===== src/rtl/tcp_session_handler_deadlock_pkg.sv =====
`default_nettype none
// ============================================================================
//  Module      : tcp_session_handler_deadlock_pkg
//  Description : Shared types and constants for the HLS deadlock reporter.
//                FSM state encoding, report field widths and the diagnostic
//                record layout.
//  Ports       : none (package)
//  Revision    : 1.0 - initial release
// ============================================================================
package tcp_session_handler_deadlock_pkg;

  localparam int MON_ID_W   = 8;
  localparam int TS_W       = 32;
  // Widest AXIS block vector a report record can carry.
  localparam int AXIS_MAX_W = 32;

  typedef enum logic [1:0] {
    ST_IDLE   = 2'd0,
    ST_REPORT = 2'd1,
    ST_HALT   = 2'd2
  } fsm_state_e;

  typedef struct packed {
    logic [MON_ID_W-1:0]   mon_id;
    logic [AXIS_MAX_W-1:0] axis_mask;
    logic [TS_W-1:0]       timestamp;
  } rpt_rec_t;

endpackage
`default_nettype wire


===== src/rtl/tcp_session_handler_stall_counter.sv =====
`default_nettype none
// ============================================================================
//  Module      : tcp_session_handler_stall_counter
//  Description : Counts consecutive cycles a single monitor reports `block`.
//                Saturates at THRESHOLD and flags `trip` only on the
//                THRESHOLD-th consecutive blocked cycle.
//  Ports       : clock  - clock
//                reset  - synchronous active-high reset
//                clear  - re-arm, zeroes the counter
//                block  - monitor block flag
//                trip   - combinational, high on the qualifying cycle
//  Revision    : 1.0 - initial release
// ============================================================================
module tcp_session_handler_stall_counter #(
  parameter int THRESHOLD = 1024,
  parameter int CNT_W     = 16
) (
  input  logic clock,
  input  logic reset,
  input  logic clear,
  input  logic block,
  output logic trip
);

  localparam logic [CNT_W-1:0] c_SAT  = CNT_W'(THRESHOLD);
  localparam logic [CNT_W-1:0] c_LAST = CNT_W'(THRESHOLD - 1);

  logic [CNT_W-1:0] r_cnt;

  always_ff @(posedge clock) begin
    if (reset || clear) begin
      r_cnt <= '0;
    end else if (!block) begin
      r_cnt <= '0;
    end else if (r_cnt != c_SAT) begin
      r_cnt <= r_cnt + CNT_W'(1);
    end
  end

  // Once saturated the counter sits at THRESHOLD, which never equals
  // THRESHOLD-1, so a stuck block does not re-trip.
  assign trip = block && (r_cnt == c_LAST);

endmodule
`default_nettype wire


===== src/rtl/tcp_session_handler_hls_deadlock_reporter.sv =====
`default_nettype none
// ============================================================================
//  Module      : tcp_session_handler_hls_deadlock_reporter
//  Description : Qualifies HLS deadlock-monitor block flags as a deadlock once
//                one has been high for THRESHOLD consecutive cycles, captures
//                the tripping monitor, the AXIS stall flags and a timestamp,
//                and emits one report record over valid/ready.
//  Ports       : clock, reset         - clock, synchronous active-high reset
//                mon_block[NUM_MON]   - monitor block flags
//                axis_block_sigs      - AXIS stall flags sampled on trip
//                clear                - re-arm request
//                rpt_valid/rpt_ready  - report handshake
//                rpt_mon_id[8]        - tripping monitor index
//                rpt_axis_mask        - captured AXIS stall flags
//                rpt_timestamp[32]    - cycle count on the trip cycle
//                deadlock             - sticky deadlock flag
//  Revision    : 1.0 - initial release
// ============================================================================
module tcp_session_handler_hls_deadlock_reporter
  import tcp_session_handler_deadlock_pkg::*;
#(
  parameter int NUM_MON   = 1,
  parameter int NUM_AXIS  = 5,
  parameter int THRESHOLD = 1024,
  parameter int CNT_W     = 16
) (
  input  logic                clock,
  input  logic                reset,
  input  logic [NUM_MON-1:0]  mon_block,
  input  logic [NUM_AXIS-1:0] axis_block_sigs,
  input  logic                clear,
  output logic                rpt_valid,
  input  logic                rpt_ready,
  output logic [MON_ID_W-1:0] rpt_mon_id,
  output logic [NUM_AXIS-1:0] rpt_axis_mask,
  output logic [TS_W-1:0]     rpt_timestamp,
  output logic                deadlock
);

  localparam logic [1:0] c_S_IDLE   = ST_IDLE;
  localparam logic [1:0] c_S_REPORT = ST_REPORT;
  localparam logic [1:0] c_S_HALT   = ST_HALT;

  // Reject parameter sets the monitor id or stall counter cannot represent.
  if (NUM_MON < 1 || NUM_MON > 255 || THRESHOLD < 1 ||
      NUM_AXIS < 1 || NUM_AXIS > AXIS_MAX_W || CNT_W < 1 ||
      (CNT_W < 32 && ((64'd1 << CNT_W) <= 64'(THRESHOLD)))) begin : g_param_check
    $error("tcp_session_handler_hls_deadlock_reporter: illegal NUM_MON/NUM_AXIS/THRESHOLD/CNT_W");
  end

  logic [NUM_MON-1:0]  w_trip;
  logic                w_any_trip;
  logic [MON_ID_W-1:0] w_win_idx;
  rpt_rec_t            w_rec;

  logic [1:0]          r_state;
  logic                r_deadlock;
  logic [TS_W-1:0]     r_ts;
  rpt_rec_t            r_rec;

  for (genvar gi = 0; gi < NUM_MON; gi++) begin : g_mon
    tcp_session_handler_stall_counter #(
      .THRESHOLD (THRESHOLD),
      .CNT_W     (CNT_W)
    ) u_stall_counter (
      .clock (clock),
      .reset (reset),
      .clear (clear),
      .block (mon_block[gi]),
      .trip  (w_trip[gi])
    );
  end

  // Lowest index wins: scan downward so the last hit is the smallest.
  always_comb begin
    w_any_trip = |w_trip;
    w_win_idx  = '0;
    for (int i = NUM_MON - 1; i >= 0; i--) begin
      if (w_trip[i]) begin
        w_win_idx = MON_ID_W'(i);
      end
    end
  end

  always_comb begin
    w_rec           = '0;
    w_rec.mon_id    = w_win_idx;
    w_rec.axis_mask = AXIS_MAX_W'(axis_block_sigs);
    w_rec.timestamp = r_ts;
  end

  // Free-running timestamp; clear deliberately has no effect on it.
  always_ff @(posedge clock) begin
    if (reset) begin
      r_ts <= '0;
    end else begin
      r_ts <= r_ts + TS_W'(1);
    end
  end

  // clear outranks both a same-cycle trip and a same-cycle handshake.
  always_ff @(posedge clock) begin
    if (reset) begin
      r_state    <= c_S_IDLE;
      r_deadlock <= 1'b0;
      r_rec      <= '0;
    end else if (clear) begin
      r_state    <= c_S_IDLE;
      r_deadlock <= 1'b0;
    end else begin
      case (r_state)
        c_S_IDLE: begin
          if (w_any_trip) begin
            r_rec      <= w_rec;
            r_deadlock <= 1'b1;
            r_state    <= c_S_REPORT;
          end
        end
        c_S_REPORT: begin
          if (rpt_ready) begin
            r_state <= c_S_HALT;
          end
        end
        c_S_HALT: begin
          r_state <= c_S_HALT;
        end
        default: begin
          r_state <= c_S_IDLE;
        end
      endcase
    end
  end

  assign rpt_valid     = (r_state == c_S_REPORT);
  assign deadlock      = r_deadlock;
  assign rpt_mon_id    = r_rec.mon_id;
  assign rpt_axis_mask = r_rec.axis_mask[NUM_AXIS-1:0];
  assign rpt_timestamp = r_rec.timestamp;

endmodule
`default_nettype wire


===== config.mk =====
export PLATFORM = sky130hd
export DESIGN_NAME = tcp_session_handler_hls_deadlock_reporter
export DESIGN_NICKNAME = d
export VERILOG_FILES = /design/src/rtl/tcp_session_handler_deadlock_pkg.sv /design/src/rtl/tcp_session_handler_stall_counter.sv /design/src/rtl/tcp_session_handler_hls_deadlock_reporter.sv
export SDC_FILE = /design/constraint.sdc
export NUM_CORES = 1
export LEC_CHECK = 0
export CAP_MARGIN = 20
export CORE_MARGIN = 4
export CORE_UTILIZATION = 55
export CTS_BUF_LIST = sky130_fd_sc_hd__clkbuf_16
export DETAILED_ROUTE_END_ITERATION = 8
export PLACE_DENSITY = 0.92
export SLEW_MARGIN = 0
export SYNTH_ARGS = -nofsm -noshare
export SYNTH_HDL_FRONTEND = slang
export SYNTH_SLANG_ARGS = --single-unit
export TNS_END_PERCENT = 20

===== constraint.sdc =====
create_clock -name clock -period 3.1 [get_ports clock]
set_input_delay 0.31 -clock clock [delete_from_list [all_inputs] [get_ports clock]]
set_output_delay 0.31 -clock clock [all_outputs]
set_load 0.005 [all_outputs]

==> summary.md <==
| Metric | Value |
|---|---|
| Post-DP HPWL | 5.69 mm |
| Crit end category | flop |
| Met3 WL | roughly 360 um |
| Worst vdd ir | between 0.3 and 0.4 mV |
| Largest net degree at the start of global routing | 64 |
| DR top layer | met4 |
| Resized Gates After CTS | 0 |
| Worst hold path type | flop to flop |
| Share of post-route cells with drive strength above 1 | 7.14% |
| Post-synthesis sequential area ratio | 42.3% |
| Final WL | approximately 8.5 mm |
| Clk slew on worst S/H paths | 0.07 ns |
| Count leader, synth | dfxtp_1 |
| Synth Flop Type | dfxtp_1 |
| Sw frac | a little over a fifth |
| Top cell type's share of synthesized area | between 40% and 50% |
| Starting DRC count in detailed routing | between 150 and 200 |
| Antenna violation net count after detailed routing | 0 |
| DR DRC count | 0 |
| CTS max path bufs | 2 |
| Routability cong. | about 0.86 |
| Global route total overflow | 0 |
| Root Buffer | clkbuf_16 |
| CTS H-Tree Depth | 3 |
| MaxCap Viol Count | 0 |
| Worst Skew | ~0.0075 ns |
| Top cells by count, synth | dfxtp_1, nand2b_1, mux2i_1 |
| Worst R2R Setup Slack | around 0.9 ns |
| Final period utilization | between 70% and 80% |
| Final setup TNS | 0 ns |
| Setup Buffers After CTS | 0 |
| FF+latch count, synth | slightly below 90 |
| Later-pin clock latency in the skew report | between 0.3 and 0.4 ns |
| Clock sink count | 88 |
| WS Path Type | flop to flop |
| Synthesis Warnings | 0 |
| # diodes | 0 |
| Initial core utilization | 57.1% |
| Routed WL per cell | 14.4 um |
| Crit path to | r_ts[24]$_SDFF_PP0_ |
| Outcome | completed |
| Io pins | 57 |
| DR pass1 iterations | 4 |
| CTS tree | yes |
| Vias | between 3000 and 4000 |
| Clk pwr share | 47.4% |
| Post-layout util | between 60% and 70% |
| Crit start category | flop |
| Number of synthesized flops with an enable pin | 0 |
| Finish-stage setup viols | 0 |
| Height of the die | around 95 um |
| Nets | 501 |
| Worst reg2reg path startpoint | r_ts[0]$_SDFF_PP0_ |
| Synth unique cells | around 40 |
| CP Data Required Time | roughly 3.4 ns |
| Reg power frac | 49.6% |
| Rel. slew slack | 62.6% |
| Post-route total power | 2.29 mW |
| Average vias per placed instance | approximately 5.5 |
| IO buf count | 48 |
| Pwr per Cell Area | ~470 nW/um^2 |
| RSZ-0062 raised after global routing | no |
| Crit path launch | r_ts[0]$_SDFF_PP0_ |
| Cell Rows | 31 |
| Slew Limit Fails | 0 |
| Cell Int Power | approximately 1.8 mW |
| FF-to-FF path depth | 5 |
| Syn Area/Cell | 9.25 sq um |
| Met1 WL | about 3.9 mm |
| Leak Pwr | 1.70 nW |
| Slew @ Worst Pin | ~0.56 ns |
| Area Overhead vs Synth | 17.6% |
| Fmax | between 0.4 and 0.5 GHz |
| Period minus WS final | 2.23 ns |
| First-pass GRT wire length | around 14 mm |
| Top cells by area, synth | dfxtp_1, nand2b_1, mux2i_1 |
| Switch Pwr | 494 uW |
| WP data arrival | 2.49 ns |
| CTS Hold Bufs | 0 |
| Ys async rst share | 0% |
| DR WL met2 | ~4 mm |
| Vias in the first global route | ~3100 |
| Reg-to-Reg End | r_ts[24]$_SDFF_PP0_ |
| Initial antenna violation count | 0 |
| Mapped Cells | 450 |
| DIE AREA | between 9000 and 10000 sq um |
| Total GRT Usage | 20.1% |
| Total CTS buffers | 9 |
| Chip Width | 95.0 um |
| Hold Fails Final Rpt | 0 |
| Post-synth top area cell | dfxtp_1 |
| CP Max Fanout | 15 |
| Total core area | 7290 sq um |
| # fillers | 597 |
| Gate power share | 2.9% |
| Cell area after synthesis | roughly 4200 sq um |
==> through the flow <==
step / hold slack (ns) / worst slack [ns] / area, sq um / instances
floorplan: 0.389 / 1.32 / 4190 / 457
global placement: 0.444 / 0.897 / 4590 / 573
detailed placement: 0.464 / 0.797 / 4590 / 573
CTS: 0.478 / 0.866 / 4890 / 589
global route: 0.492 / 0.619 / 4890 / 589
finish: 0.475 / 0.875 / 4890 / 589
==> sequential cells by signal (all words and copies together), names as in the netlist <==
register / flops
deadlock: 1
g_mon.u_stall_counter.r_cnt: 16
r_state: 2
r_ts: 32
rpt_axis_mask: 5
rpt_timestamp: 32
==> power groups by stage <==
stage                     clock network [mW]  registers, mW  logic [mW]
after CTS                               1.10           1.14      0.0671
final                                   1.09           1.14      0.0670
after floorplan                            0           1.16      0.0556
after global routing                    1.15           1.14      0.0747
after global placement                     0           1.16      0.0644
after detailed placement                   0           1.16      0.0664
==> layout make-up <==
cell class / instances / area (sq um) / area share [%]
tap: 99 / 124 / 2.53
timing repair buffer: 52 / 505 / 10.3
sequential: 88 / 1760 / 36.0
clock inverter: 7 / 78.8 / 1.61
inverter: 8 / 30.0 / 0.614
multi-input combinational: 326 / 2170 / 44.3
clock buffer: 9 / 225 / 4.60
==> cell families after synthesis <==
group	Yosys count	synth area share [%]
buffers and inverters	43	6.25
and+or+nand+nor	214	29.8
muxes	45	10.8
adders and majority gates	6	1.80
other	1	0.0901
DFF	88	42.3
AOI/OAI and AO/OA	32	4.48
xor gates and xnor gates	21	4.42
==> per-layer routing <==
| metal | track usage (%) | up-vias |
|---|---|---|
| met2 | 32.5 | 96 |
| met3 | 3.35 | 19 |
| met4 | 9.38 | 0 |
| met5 | 0 | - |
| met1 | 26.1 | 1511 |
| li1 | - | 1599 |
==> worst min path at each step <==
stage	slack (ns)	start	endpoint	cells after the start
after floorplan	0.39	clear	deadlock$_SDFFE_PP0P_	1
after global placement	0.44	r_state[1]$_SDFFE_PP0P_	r_state[1]$_SDFFE_PP0P_	2
after detailed placement	0.46	rpt_timestamp[9]$_SDFFE_PP0P_	rpt_timestamp[9]$_SDFFE_PP0P_	2
after CTS	0.48	rpt_timestamp[28]$_SDFFE_PP0P_	rpt_timestamp[28]$_SDFFE_PP0P_	2
after global routing	0.49	rpt_timestamp[21]$_SDFFE_PP0P_	rpt_timestamp[21]$_SDFFE_PP0P_	2
final	0.48	rpt_timestamp[28]$_SDFFE_PP0P_	rpt_timestamp[28]$_SDFFE_PP0P_	2
==> critical path: stages, from the launching register on <==
cell	delay, ns
dfxtp_1	0.39
ha_1	0.19
and3_1	0.34
nand4_1	0.51
or4_1	0.64
o21ai_0	0.08
==> layout by cell type (no fill, tap or decap), drive strengths merged, types with 7 or more instances in the layout <==
| cell type | synthesis | routed |
|---|---|---|
| conb | 1 | 8 |
| dfxtp | 88 | 88 |
| nor2 | 36 | 36 |
| and4 | 8 | 8 |
| nand2 | 17 | 17 |
| o21ai | 14 | 14 |
| xor2 | 14 | 14 |
| nand3 | 14 | 14 |
| xnor2 | 7 | 7 |
| clkbuf | 18 | 9 |
| a21oi | 9 | 9 |
| mux2i | 45 | 45 |
| and3 | 10 | 10 |
| nand2b | 75 | 75 |
| nand4 | 15 | 15 |
| inv | 8 | 10 |
| clkdlybuf4s50 | 0 | 47 |
| nor3 | 7 | 7 |
| or4 | 8 | 8 |
Power figures use the tool's default switching activity.
